$ cat config.mk
export PLATFORM = sky130hd
export DESIGN_NAME = lpif_ustrm_flit_buf
export DESIGN_NICKNAME = d
export VERILOG_FILES = /design/src/rtl/lpif_txrx_pkg.sv /design/src/rtl/lpif_ustrm_fifo.sv /design/src/rtl/lpif_ustrm_flit_buf.sv
export SDC_FILE = /design/constraint.sdc
export NUM_CORES = 1
export LEC_CHECK = 0
export CORE_UTILIZATION = 60
export CTS_CLUSTER_SIZE = 14
export DETAILED_ROUTE_END_ITERATION = 6
export HOLD_SLACK_MARGIN = 0.12
export PLACE_DENSITY_LB_ADDON = 0.15
export RECOVER_POWER = 100
export SETUP_SLACK_MARGIN = 0.4
export SKIP_LAST_GASP = 1
export SLEW_MARGIN = 5
export SYNTH_ARGS = -nofsm -noshare
export SYNTH_HDL_FRONTEND = slang
export SYNTH_HIERARCHICAL = 1
export SYNTH_SLANG_ARGS = --single-unit
$ cat constraint.sdc
create_clock -name lclk -period 43.1 [get_ports lclk]
set_input_delay 4.31 -clock lclk [delete_from_list [all_inputs] [get_ports lclk]]
set_output_delay 4.31 -clock lclk [all_outputs]
set_load 0.005 [all_outputs]
$ cat src/rtl/lpif_txrx_pkg.sv
// Shared definitions for the LPIF TX/RX datapath.
//   - Field widths of one LPIF flit and the packed flit word carried through buffers.
//   - LPIF link state encodings as seen on the state field.
//   - Saturating 16-bit accumulate helper for event counters.
package lpif_txrx_pkg;

  localparam int unsigned STATE_W  = 4;
  localparam int unsigned PROTID_W = 2;
  localparam int unsigned DATA_W   = 256;
  localparam int unsigned CRC_W    = 16;
  // state + protid + data + dvalid + crc + crc_valid
  localparam int unsigned FLIT_W   = STATE_W + PROTID_W + DATA_W + 1 + CRC_W + 1;

  // Field order (MSB first) matches {state, protid, data, dvalid, crc, crc_valid}.
  typedef struct packed {
    logic [STATE_W-1:0]  state;
    logic [PROTID_W-1:0] protid;
    logic [DATA_W-1:0]   data;
    logic                dvalid;
    logic [CRC_W-1:0]    crc;
    logic                crc_valid;
  } lpif_flit_t;

  typedef enum logic [STATE_W-1:0] {
    LpifStReset     = 4'h0,
    LpifStActive    = 4'h1,
    LpifStActPmNak  = 4'h3,
    LpifStL1        = 4'h4,
    LpifStL2        = 4'h8,
    LpifStLinkReset = 4'h9,
    LpifStLinkError = 4'hA,
    LpifStRetrain   = 4'hB,
    LpifStDisabled  = 4'hC
  } lpif_state_e;

  localparam logic [15:0] CNT16_MAX = 16'hFFFF;

  // a + b, clamped at 16'hFFFF.
  function automatic logic [15:0] sat_add16(input logic [15:0] a, input logic [15:0] b);
    logic [16:0] sum;
    sum = {1'b0, a} + {1'b0, b};
    return sum[16] ? CNT16_MAX : sum[15:0];
  endfunction

endpackage

$ cat src/rtl/lpif_ustrm_fifo.sv
// Synchronous DEPTH x FLIT_W FIFO holding upstream LPIF flits.
// Ports:
//   clk, rst      clock, asynchronous active-high reset (pointers only; storage is not reset)
//   clear         synchronous clear; wins over push and pop in the same cycle
//   push, wdata   write request and flit; ignored while full
//   pop           read request; ignored while empty
//   rdata         head flit (combinational read of the head entry)
//   full, empty   status flags
//   level         occupancy, 0..DEPTH
module lpif_ustrm_fifo
  import lpif_txrx_pkg::*;
#(
  parameter int unsigned DEPTH  = 4,
  parameter int unsigned AWIDTH = $clog2(DEPTH)
) (
  input  logic              clk,
  input  logic              rst,
  input  logic              clear,
  input  logic              push,
  input  lpif_flit_t        wdata,
  input  logic              pop,
  output lpif_flit_t        rdata,
  output logic              full,
  output logic              empty,
  output logic [AWIDTH:0]   level
);

  localparam logic [AWIDTH:0] PTR_ONE = {{AWIDTH{1'b0}}, 1'b1};

  // Pointers carry one extra MSB so that full (MSBs differ, index equal) and
  // empty (pointers equal) stay distinguishable after wrap.
  logic [AWIDTH:0] wr_ptr_q, wr_ptr_d;
  logic [AWIDTH:0] rd_ptr_q, rd_ptr_d;
  logic            push_ok;
  logic            pop_ok;

  lpif_flit_t mem [DEPTH];

  always_comb begin
    full    = (wr_ptr_q[AWIDTH] != rd_ptr_q[AWIDTH]) &&
              (wr_ptr_q[AWIDTH-1:0] == rd_ptr_q[AWIDTH-1:0]);
    empty   = (wr_ptr_q == rd_ptr_q);
    level   = wr_ptr_q - rd_ptr_q;
    push_ok = push && !full && !clear;
    pop_ok  = pop && !empty && !clear;
  end

  always_comb begin
    wr_ptr_d = wr_ptr_q;
    rd_ptr_d = rd_ptr_q;
    if (clear) begin
      wr_ptr_d = '0;
      rd_ptr_d = '0;
    end else begin
      if (push_ok) wr_ptr_d = wr_ptr_q + PTR_ONE;
      if (pop_ok)  rd_ptr_d = rd_ptr_q + PTR_ONE;
    end
  end

  always_ff @(posedge clk or posedge rst) begin
    if (rst) begin
      wr_ptr_q <= '0;
      rd_ptr_q <= '0;
    end else begin
      wr_ptr_q <= wr_ptr_d;
      rd_ptr_q <= rd_ptr_d;
    end
  end

  always_ff @(posedge clk) begin
    if (push_ok) mem[wr_ptr_q[AWIDTH-1:0]] <= wdata;
  end

  assign rdata = mem[rd_ptr_q[AWIDTH-1:0]];

endmodule

$ cat src/rtl/lpif_ustrm_flit_buf.sv
// Upstream flit buffer between the LPIF adapter and the x16 full-rate TX packer.
// Accepts flits on a valid/ready handshake, buffers them in lpif_ustrm_fifo and
// replays them on registered ustrm_* outputs, one per cycle while link_up is high.
// Idle cycles hold the last state/protid/data/crc with all valid qualifiers low.
// Ports:
//   lclk, reset             clock, asynchronous active-high reset
//   flush                   synchronous discard of buffered flits (counted in drop_cnt)
//   link_up                 downstream ready; pops happen only while high
//   in_*                    flit fields from the adapter; in_valid/in_ready handshake
//   ustrm_*                 registered flit to the packer; ustrm_valid high on pop cycles + 1
//   fifo_level              current occupancy
//   drop_cnt                saturating count of flits discarded by flush
module lpif_ustrm_flit_buf
  import lpif_txrx_pkg::*;
#(
  parameter int unsigned DEPTH  = 4,
  parameter int unsigned AWIDTH = $clog2(DEPTH)
) (
  input  logic                lclk,
  input  logic                reset,
  input  logic                flush,
  input  logic                link_up,
  input  logic [STATE_W-1:0]  in_state,
  input  logic [PROTID_W-1:0] in_protid,
  input  logic [DATA_W-1:0]   in_data,
  input  logic                in_dvalid,
  input  logic [CRC_W-1:0]    in_crc,
  input  logic                in_crc_valid,
  input  logic                in_valid,
  output logic                in_ready,
  output logic [STATE_W-1:0]  ustrm_state,
  output logic [PROTID_W-1:0] ustrm_protid,
  output logic [DATA_W-1:0]   ustrm_data,
  output logic                ustrm_dvalid,
  output logic [CRC_W-1:0]    ustrm_crc,
  output logic                ustrm_crc_valid,
  output logic                ustrm_valid,
  output logic [AWIDTH:0]     fifo_level,
  output logic [15:0]         drop_cnt
);

  lpif_flit_t      in_flit;
  lpif_flit_t      head_flit;
  logic            fifo_full;
  logic            fifo_empty;
  logic [AWIDTH:0] level;
  logic            push;
  logic            pop;

  lpif_flit_t      out_q, out_d;
  logic            valid_q, valid_d;
  logic [15:0]     drop_q, drop_d;
  logic [15:0]     drop_add;

  always_comb begin
    in_flit.state     = in_state;
    in_flit.protid    = in_protid;
    in_flit.data      = in_data;
    in_flit.dvalid    = in_dvalid;
    in_flit.crc       = in_crc;
    in_flit.crc_valid = in_crc_valid;
  end

  // Ready depends only on the registered fill state, never on a same-cycle pop,
  // so a full buffer refuses a push even when it is draining that cycle.
  assign in_ready = !fifo_full;
  assign push     = in_valid && in_ready;
  assign pop      = link_up && !fifo_empty && !flush;

  lpif_ustrm_fifo #(
    .DEPTH  (DEPTH),
    .AWIDTH (AWIDTH)
  ) u_fifo (
    .clk   (lclk),
    .rst   (reset),
    .clear (flush),
    .push  (push),
    .wdata (in_flit),
    .pop   (pop),
    .rdata (head_flit),
    .full  (fifo_full),
    .empty (fifo_empty),
    .level (level)
  );

  // Everything held at flush time plus a flit accepted in the flush cycle itself.
  assign drop_add = 16'(level) + 16'(push);

  always_comb begin
    out_d   = out_q;
    valid_d = 1'b0;
    drop_d  = drop_q;
    if (pop) begin
      out_d   = head_flit;
      valid_d = 1'b1;
    end else begin
      // Idle word: fields hold, qualifiers drop.
      out_d.dvalid    = 1'b0;
      out_d.crc_valid = 1'b0;
    end
    if (flush) drop_d = sat_add16(drop_q, drop_add);
  end

  always_ff @(posedge lclk or posedge reset) begin
    if (reset) begin
      out_q   <= '0;
      valid_q <= 1'b0;
      drop_q  <= '0;
    end else begin
      out_q   <= out_d;
      valid_q <= valid_d;
      drop_q  <= drop_d;
    end
  end

  assign ustrm_state     = out_q.state;
  assign ustrm_protid    = out_q.protid;
  assign ustrm_data      = out_q.data;
  assign ustrm_dvalid    = out_q.dvalid;
  assign ustrm_crc       = out_q.crc;
  assign ustrm_crc_valid = out_q.crc_valid;
  assign ustrm_valid     = valid_q;
  assign fifo_level      = level;
  assign drop_cnt        = drop_q;

endmodule

==> out/qor.yml, run 1 <==
status: "finished, violations left"
violations: "max-capacitance violations, max-slew violations"
die_h_um: 297
overflow: 0
crit_arrival_ns: 19.32
yosys.area_share.simple_pct: 0.840
slew_headroom_pct: -641
setup_viol: 0
syn_nets: 2511
drive_gt1_share_pct: 25.8
hold_class: "reg2reg"
synth_cells: 2214
critPathMaxFanout: 164
startpoint_type: "primary input"
ant_nets: 0
antenna_found_initial: 71
max_freq_mhz: 52.4
via_per_inst: 5.93
cts_tree: "yes"
p_leak_uw: 0.0215
utilization_pct: 74.4
finalWirelength_um: 112000
fill_cells: 4756
yosysWarnings: 6
globalplace.congestion: 0.787
grt_pass1_wl_um: 166000
syn-cell-area_mm2: 0.0523
num-nets-final: 3167
die_x_um: 297
synthArstFlopShare_pct: 21.3
die-area_mm2: 0.0883
cp-end-kind: "flop"
io_buffers: 585
yosysTopAreaCellShare_pct: 64.3
cts-root-buf: "clkbuf_16"
clk_latency_ns: 0.72
area_delta_synth_final_pct: 21.9
ctsHoldBuffers: 0
synth_top_family_by_area: "multiplexers"
ir_worst_vdd_mv: 0.0434
synth-seq-cells: 1423
grt_setup_unrepaired: "no"
maxCapViolCount: 23
synth_mux_area_share_pct: 18.1
seq_area_mm2: 0.0412
path_clk_slew_ns: 0.06
core_area_mm2: 0.0857
grt_pass1_vias: 26300
synth.largest_area_cell: "edfxtp_1"
grt_max_degree: 165
yosys.cell_types.count: 51
fin_crit_ns: 19.10
multiInputGateArea_mm2: 0.0103
synth_edf_count: 1120
avgRoutedWirePerCell_um: 26.8
synth_ff_type: "edfxtp_1"
clock_skew_ns: 0.0267
numCtsBuffers: 142
clk_path_buf_depth: 3
yosys.area_share.xor_xnor_pct: 0.132
avgSynthCellArea_um2: 23.6
cts_max_level: 4
cp.required_ns: 43.32
drv_slew: 1785
pin_count: 586
synth_compound_area_share_pct: 0.335
drt_pass1_iterations: 5
clock_sinks: 1423
cts_resized: 0
tns_ns: 0
route.detailed.drc: 0
hold_violations: 0
p_per_area_mw_per_mm2: 62.4
place_hpwl_um: 65400
synthTopCellsByArea: "edfxtp_1 64%, dfrtp_1 15%, mux4_2 12%"
path_class: "in2reg"
worstMarginPinSlew_ns: 11.12
grt_usage_pct: 25.6
min_period_over_period_pct: 44.3
vias: 24700
cts_setup_buffers: 0
ys_seq_area_share_pct: 78.8
rows: 107
start_util_pct: 61.0
drtIter0Drc: 1770
synth_fa_ha_area_share_pct: 0.330
## sequential cells by signal (all words and copies together), names as in the netlist
register	cells
u_fifo/mem	1120
ustrm_data	256
drop_cnt	16
ustrm_crc	16
ustrm_state	4
u_fifo/rd_ptr_q	3
u_fifo/wr_ptr_q	3
ustrm_protid	2
ustrm_crc_valid	1
ustrm_dvalid	1
ustrm_valid	1
## logic make-up after synthesis
| family | Yosys count |
|---|---|
| multiplexers | 562 |
| AND/OR/NAND/NOR | 73 |
| AO/OA/AOI/OAI | 27 |
| buffers and inverters | 110 |
| adder cells (fa/ha/maj) | 12 |
| flip-flops | 1423 |
| XOR/XNOR | 7 |
## stage by stage
step	cells	setup slack, ns	area [µm²]	hold slack [ns]	power (µW)
after floorplan	2214	18.22	52300	0.483	2380
after global placement	3870	34.37	59200	0.468	2810
after detailed placement	3870	34.35	59200	0.475	2840
after CTS	4130	35.15	63800	0.488	4050
after global routing	4148	23.16	63700	0.492	4140
final	4160	24.01	63700	0.478	3980
## final timing paths
check | start | endpoint | slack (ns) | cells after the start
setup / recovery | flush | u_fifo/mem[2][244] | 24.01 | 6
hold / removal | ustrm_data[100] | ustrm_data[100] | 0.48 | 1
setup reg to reg | u_fifo/rd_ptr_q[0] | u_fifo/mem[2][244] | 24.85 | 9
hold reg to reg | ustrm_data[100] | ustrm_data[100] | 0.48 | 1
max in group asynchronous | reset | ustrm_data[253] | 27.85 | 3
min in group asynchronous | reset | u_fifo/wr_ptr_q[2] | 4.12 | 2
## cell usage after synthesis, types with 10 or more instances
master and n:
edfxtp_1 1120, dfrtp_1 303, mux4_2 280, mux2_2 270, buf_2 43, buf_6 31, nand2_1 16, clkbuf_1 15
nand3_1 13, buf_4 10, inv_1 10, mux2_1 10
## metal layers
metal	share of wire, %	track usage [%]	vias to the layer above
met5	0.23	0	-
met4	3.2	9.46	40
met3	7.2	6.97	256
met2	52	42.6	853
met1	37	32.7	13100
li1	-	-	10500
## cell usage in the layout, fill, tap and decap left out, types with 3 or more instances in the layout
cell type,netlist,layout
fa_1,3,3
and3_1,5,5
clkbuf_16,0,146
clkbuf_1,15,58
a31oi_1,6,6
nor3b_1,5,5
ha_1,9,9
mux4_2,280,280
and2_1,3,3
buf_4,10,7
clkbuf_8,0,20
clkinv_2,0,21
inv_16,0,3
nand3_1,13,13
nor2_1,7,7
inv_1,10,9
edfxtp_1,1120,1120
mux2_2,270,268
nand2_1,16,16
clkinv_1,0,14
mux2_1,10,12
bufinv_16,0,8
dlygate4sd3_1,0,582
dfrtp_1,303,302
or4_1,5,5
clkdlybuf4s50_1,0,3
xnor2_1,5,5
inv_6,0,4
o31ai_1,3,3
diode_2,0,30
o21ai_0,3,3
a21oi_1,7,7
## power breakdown
group	switching (µW)	leakage [µW]	internal, µW
clock	501	0.00228	709
combinational	384	0.00545	518
sequential	116	0.0138	1750
## cell type report
cell class | count | area share [%]
tap | 1144 | 2.25
antenna | 30 | 0.118
multi-input combinational | 681 | 16.2
inverter | 10 | 0.0609
sequential | 1423 | 64.7
clock inverter | 55 | 0.895
timing repair buffer | 612 | 9.41
clock buffer | 205 | 6.39
## critical path, stage by stage
cell and delay, ns:
dlygate4sd3_1 0.58, clkbuf_1 0.47, and2b_1 0.43, and3_1 2.04
clkbuf_1 7.84, clkbuf_1 3.31
Note: power is estimated with default switching activity, not from simulation.
==> run 2, diff against run 1 <==
CORE_UTILIZATION = 51   (was 60)
clock period = 16.49 ns   (was 43.1 ns; I/O delays follow)
==> run 2 against run 1 <==
  * The run still ends with max-capacitance violations, max-slew violations left
  * Worst setup slack got worse by 18 ns
  * Routed wire length fell by 1.3%
  * Global-route usage fell by 4.1 points
  * First-iteration DRC count fell by 11%
  * Critical path depth rose by 4
  * Final cell count rose by 5.3%
  * Core utilization fell by 12 points
  * Clock-buffer cell count rose by 5
  * Flip-flop and latch count did not move
  * Largest cell class unchanged
  * Largest power group unchanged
==> out/qor.yml, run 2 (synthesis results as in run 1) <==
status: "finished, violations left"
violations: "max-capacitance violations, max-slew violations"
clk_path_buf_depth: 3
globalplace.congestion: 0.797
rrSetupSlack_ns: 5.75
critPathMaxFanout: 70
whs_path_depth: 1
drv_slew: 844
combPwrFrac_pct: 22.9
io_buffers: 585
hold_class: "reg2reg"
startpoint_type: "flop"
setup_viol: 0
p_per_area_mw_per_mm2: 160
rows: 117
grt_usage_pct: 21.5
most-common-layout-cells: "1120 x edfxtp_1, 581 x dlygate4sd3_1, 303 x dfrtp_1"
clock_skew_ns: 0.0240
ant_nets: 0
largest_reg_flops: 1120
crit_chain: "inv_1, ha_1, nand2_1, or2_0, inv_1, nor2b_1, and2b_1, and3_1, buf_4, clkbuf_1"
clock_sinks: 1423
clkPwrFrac_pct: 30.2
grt_pass1_vias: 25700
path_class: "reg2reg"
r2r-end: "u_fifo/mem[2][171]"
place_hpwl_um: 66200
final_common_cell: "edfxtp_1"
max_freq_mhz: 93.1
overflow: 0
clk_latency_ns: 0.73
switching_share_pct: 25.1
p_int_uw: 7680
tns_ns: 0
slew_headroom_pct: -200
whs_endpoint: "ustrm_data[101]"
worstMarginPinSlew_ns: 4.50
start_util_pct: 51.4
seq_area_mm2: 0.0412
drt_pass1_iterations: 5
route.detailed.drc: 0
die_h_um: 322
p_leak_uw: 0.0216
antenna_found_initial: 78
multiInputGateArea_mm2: 0.0103
grt_setup_unrepaired: "no"
cts-root-buf: "clkbuf_16"
numCtsBuffers: 144
path_clk_slew_ns: 0.06
vias: 24300
die-area_mm2: 0.104
cp_common_cell: "inv_1"
hold_ws_ns: 0.480
grt_pass1_wl_um: 164000
drive_gt1_share_pct: 26.1
hold_start: "ustrm_data[101]"
cpMaxStageDelayCell: "dfrtp_1"
ctsHoldBuffers: 0
fin_crit_ns: 10.74
hold_violations: 0
ir_worst_vdd_mv: 0.114
path_buf_inv: 4
crit_arrival_ns: 10.98
cts_tree: "yes"
pin_count: 586
r2r-start: "u_fifo/rd_ptr_q[1]"
cp.required_ns: 16.73
area_delta_synth_final_pct: 22.3
cts_setup_buffers: 0
cts_max_level: 4
num-nets-final: 3176
die_x_um: 322
fill_cells: 6963
core_area_mm2: 0.102
cts_resized: 0
seq_power_share_pct: 47.0
via_per_inst: 5.55
p_sw_uw: 2570
min_period_over_period_pct: 65.1
maxCapViolCount: 15
reg2reg_depth: 10
max_stage_delay_ns: 2.67
cp-end-kind: "flop"
grt_max_degree: 136
path_delay_family: "buffers and inverters"
finalWirelength_um: 110000
drtIter0Drc: 1577
avgRoutedWirePerCell_um: 25.1
==> run 2: cell count changes in the layout (fill, tap and decap cells not counted), moves of 3 or more <==
cell | previous run | this run
buf_4 | 7 | 22
diode_2 | 30 | 17
clkinv_2 | 21 | 27
clkbuf_8 | 20 | 15
bufinv_16 | 8 | 5
clkbuf_1 | 58 | 55
clkbuf_16 | 146 | 149
inv_16 | 3 | 0
==> run 2: worst register-to-register path, stage by stage, from the launching register on <==
cell	delay, ns
dfrtp_1	2.67
inv_1	0.45
ha_1	0.58
nand2_1	0.24
or2_0	0.26
inv_1	0.11
nor2b_1	0.45
and2b_1	0.27
and3_1	1.50
buf_4	0.95
clkbuf_1	2.72
==> run 2: stage by stage <==
step / instance area (µm²) / std cells / util (%) / total power [µW] / worst slack (ns)
5_1_grt: 63900 / 4375 / 62.9 / 10700 / 4.97
6_report: 64000 / 4382 / 62.9 / 10200 / 5.75
3_3_place_gp: 59500 / 4101 / 58.5 / 7360 / 10.19
4_1_cts: 64000 / 4365 / 62.9 / 10500 / 10.05
3_5_place_dp: 59500 / 4101 / 58.5 / 7430 / 10.05
2_1_floorplan: 52300 / 2214 / - / 6220 / 2.83
==> run 2: worst max-delay path by stage <==
stage                     cells past startpoint               start            endpoint  slack, ns
final                                        10  u_fifo/rd_ptr_q[1]  u_fifo/mem[2][171]       5.75
after CTS                                    10  u_fifo/rd_ptr_q[1]   u_fifo/mem[1][36]      10.05
after floorplan                               3            in_valid    u_fifo/mem[3][0]       2.83
after global routing                         10  u_fifo/rd_ptr_q[1]  u_fifo/mem[2][171]       4.97
after global placement                       10  u_fifo/rd_ptr_q[1]  u_fifo/mem[1][251]      10.19
after detailed placement                     10  u_fifo/rd_ptr_q[1]  u_fifo/mem[1][251]      10.05
==> run 2: power by group through the flow <==
stage / clock network [µW] / logic, µW / registers [µW]
2_1_floorplan: 0 / 1310 / 4900
3_3_place_gp: 0 / 2490 / 4870
3_5_place_dp: 0 / 2520 / 4900
4_1_cts: 3170 / 2540 / 4830
5_1_grt: 3310 / 2520 / 4880
6_report: 3090 / 2340 / 4810
==> run 2: cell type report <==
type | instances | share of cell area, %
inverters | 10 | 0.0606
flip-flops and latches | 1423 | 64.4
multi-input cells | 681 | 16.1
clock inverters | 54 | 0.645
diodes | 17 | 0.0665
well taps | 1368 | 2.68
clock buffers | 210 | 6.42
repair buffers | 619 | 9.56
==> run 2: layer usage <==
layer | share of wire [%] | track usage (%) | up-vias | wire length, µm
li1 | - | - | 10500 | -
met1 | 39 | 27.3 | 12900 | 43000
met2 | 51 | 35.8 | 711 | 56300
met3 | 7.0 | 6.62 | 246 | 7670
met4 | 2.6 | 6.56 | 42 | 2890
met5 | 0.24 | 0 | - | 260
==> run 3, diff against run 2 <==
clock period = 9.45 ns   (was 16.49 ns; I/O delays follow)
==> run 3 against run 2 <==
  * The run still ends with max-capacitance violations, max-slew violations left
  * Non-clock buffer count decreased by 7
  * Sequential power increased by 74%
  * Register-to-register slack got worse by 3.3 ns
==> out/qor.yml, run 3 (synthesis results as in run 1) <==
globalplace.congestion: 0.790
crit_arrival_ns: 7.35
rows: 117
setup_ws_ns: 2.44
grt_setup_unrepaired: "no"
r2r-start: "u_fifo/rd_ptr_q[1]"
route.detailed.drc: 0
p_per_area_mw_per_mm2: 282
p_sw_uw: 4560
status: "finished, violations left"
ctsHoldBuffers: 0
switching_share_pct: 25.2
grt_pass1_wl_um: 168000
overflow: 0
avgRoutedWirePerCell_um: 26.0
path_class: "reg2reg"
pin_count: 586
maxCapViolCount: 5
drt_pass1_iterations: 5
via_per_inst: 5.63
vias: 24600
ant_nets: 0
grt_pass1_vias: 25800
cp.required_ns: 9.79
largest_reg_flops: 1120
cp-end-kind: "flop"
drive_gt1_share_pct: 26.2
startpoint_type: "flop"
min_period_over_period_pct: 74.2
cts_resized: 0
numCtsBuffers: 146
seq_power_share_pct: 46.4
finalWirelength_um: 114000
area_delta_synth_final_pct: 22.8
hold_start: "ustrm_data[95]"
drv_slew: 238
p_int_uw: 13500
num-nets-final: 3171
whs_endpoint: "ustrm_data[95]"
reg2reg_depth: 10
setup_viol: 0
hold_violations: 0
start_util_pct: 51.4
clk_latency_ns: 0.74
die_x_um: 322
critPathMaxFanout: 60
worstMarginPinSlew_ns: 3.41
cts_setup_buffers: 0
die-area_mm2: 0.104
violations: "max-capacitance violations, max-slew violations"
p_leak_uw: 0.0216
tns_ns: 0
cts_tree: "yes"
final_common_cell: "edfxtp_1"
die_h_um: 322
antenna_found_initial: 83
drtIter0Drc: 1822
r2r-end: "u_fifo/mem[3][153]"
cts_max_level: 4
cts-root-buf: "clkbuf_16"
hold_class: "reg2reg"
pre_cts_slack_ns: 4.23
slew_headroom_pct: -127
grt_usage_pct: 22.3
grt_max_degree: 141
path_clk_slew_ns: 0.06
combPwrFrac_pct: 22.8
rrSetupSlack_ns: 2.44
whs_path_depth: 1
max_freq_mhz: 143
ir_worst_vdd_mv: 0.180
clkPwrFrac_pct: 30.8
fin_crit_ns: 7.01
clock_skew_ns: 0.0265
clock_sinks: 1423
clk_path_buf_depth: 3
place_hpwl_um: 67800
most-common-layout-cells: "1120 x edfxtp_1, 581 x dlygate4sd3_1, 303 x dfrtp_1"
io_buffers: 585
core_area_mm2: 0.102
run 3: changes by cell type in the layout (fill, tap and decap cells not counted), sizes merged:
cell,change
clkinv,-18
diode,+5
bufinv,+4
clkbuf,+4
clkinvlp,+4
buf,-1
inv,+1
run 3: worst max-delay path by stage:
stage                       start            endpoint  slack [ns]  depth (start not counted)
6_report       u_fifo/rd_ptr_q[1]  u_fifo/mem[3][153]        2.44                         10
5_1_grt        u_fifo/rd_ptr_q[1]  u_fifo/mem[3][167]        2.01                         10
4_1_cts        u_fifo/rd_ptr_q[1]  u_fifo/mem[3][167]        4.20                         10
3_5_place_dp   u_fifo/rd_ptr_q[1]  u_fifo/mem[3][195]        4.23                         10
3_3_place_gp   u_fifo/rd_ptr_q[1]  u_fifo/mem[3][165]        4.42                         10
2_1_floorplan  u_fifo/rd_ptr_q[1]    u_fifo/mem[0][0]        0.45                          9
run 3: critical path, cell delays in order (launching register included):
cell	delay, ns
dfrtp_1	2.22
inv_1	0.38
ha_1	0.53
nand2_1	0.23
or2_0	0.29
inv_1	0.12
nor2b_1	0.44
nand2_1	0.21
nor3_1	0.45
buf_4	0.75
buf_4	0.82
run 3: cell type report:
class                      instances  area (µm²)
sequential                      1423       41200
tap                             1368        1710
antenna                           22        55.1
clock inverter                    45         472
fill                            6969       37500
multi-input combinational        681       10300
inverter                          10        38.8
clock buffer                     220        4190
timing repair buffer             612        6170
run 3: power groups by stage:
stage	logic [µW]	registers [µW]	clock network (µW)
final	4120	8390	5580
after global routing	4420	8510	5950
after CTS	4450	8440	5720
after detailed placement	4430	8560	0
after global placement	4380	8500	0
after floorplan	2290	8550	0
run 3: layer usage:
metal	GRT usage (%)	routed length (µm)
met5	0	362
met4	6.94	2820
met3	7.26	8930
met2	36.7	57700
met1	28.3	44300
run 3: metrics by stage:
stage               total power, µW  utilization, %  hold slack [ns]  instance area (µm²)  cells
finish                        18100            63.1            0.487                64200   4381
global route                  18900            63.1            0.513                64200   4368
CTS                           18600            63.1            0.493                64200   4359
detailed placement            13000            58.5            0.475                59500   4094
global placement              12900            58.5            0.473                59500   4094
floorplan                     10800               -            0.483                52300   2214
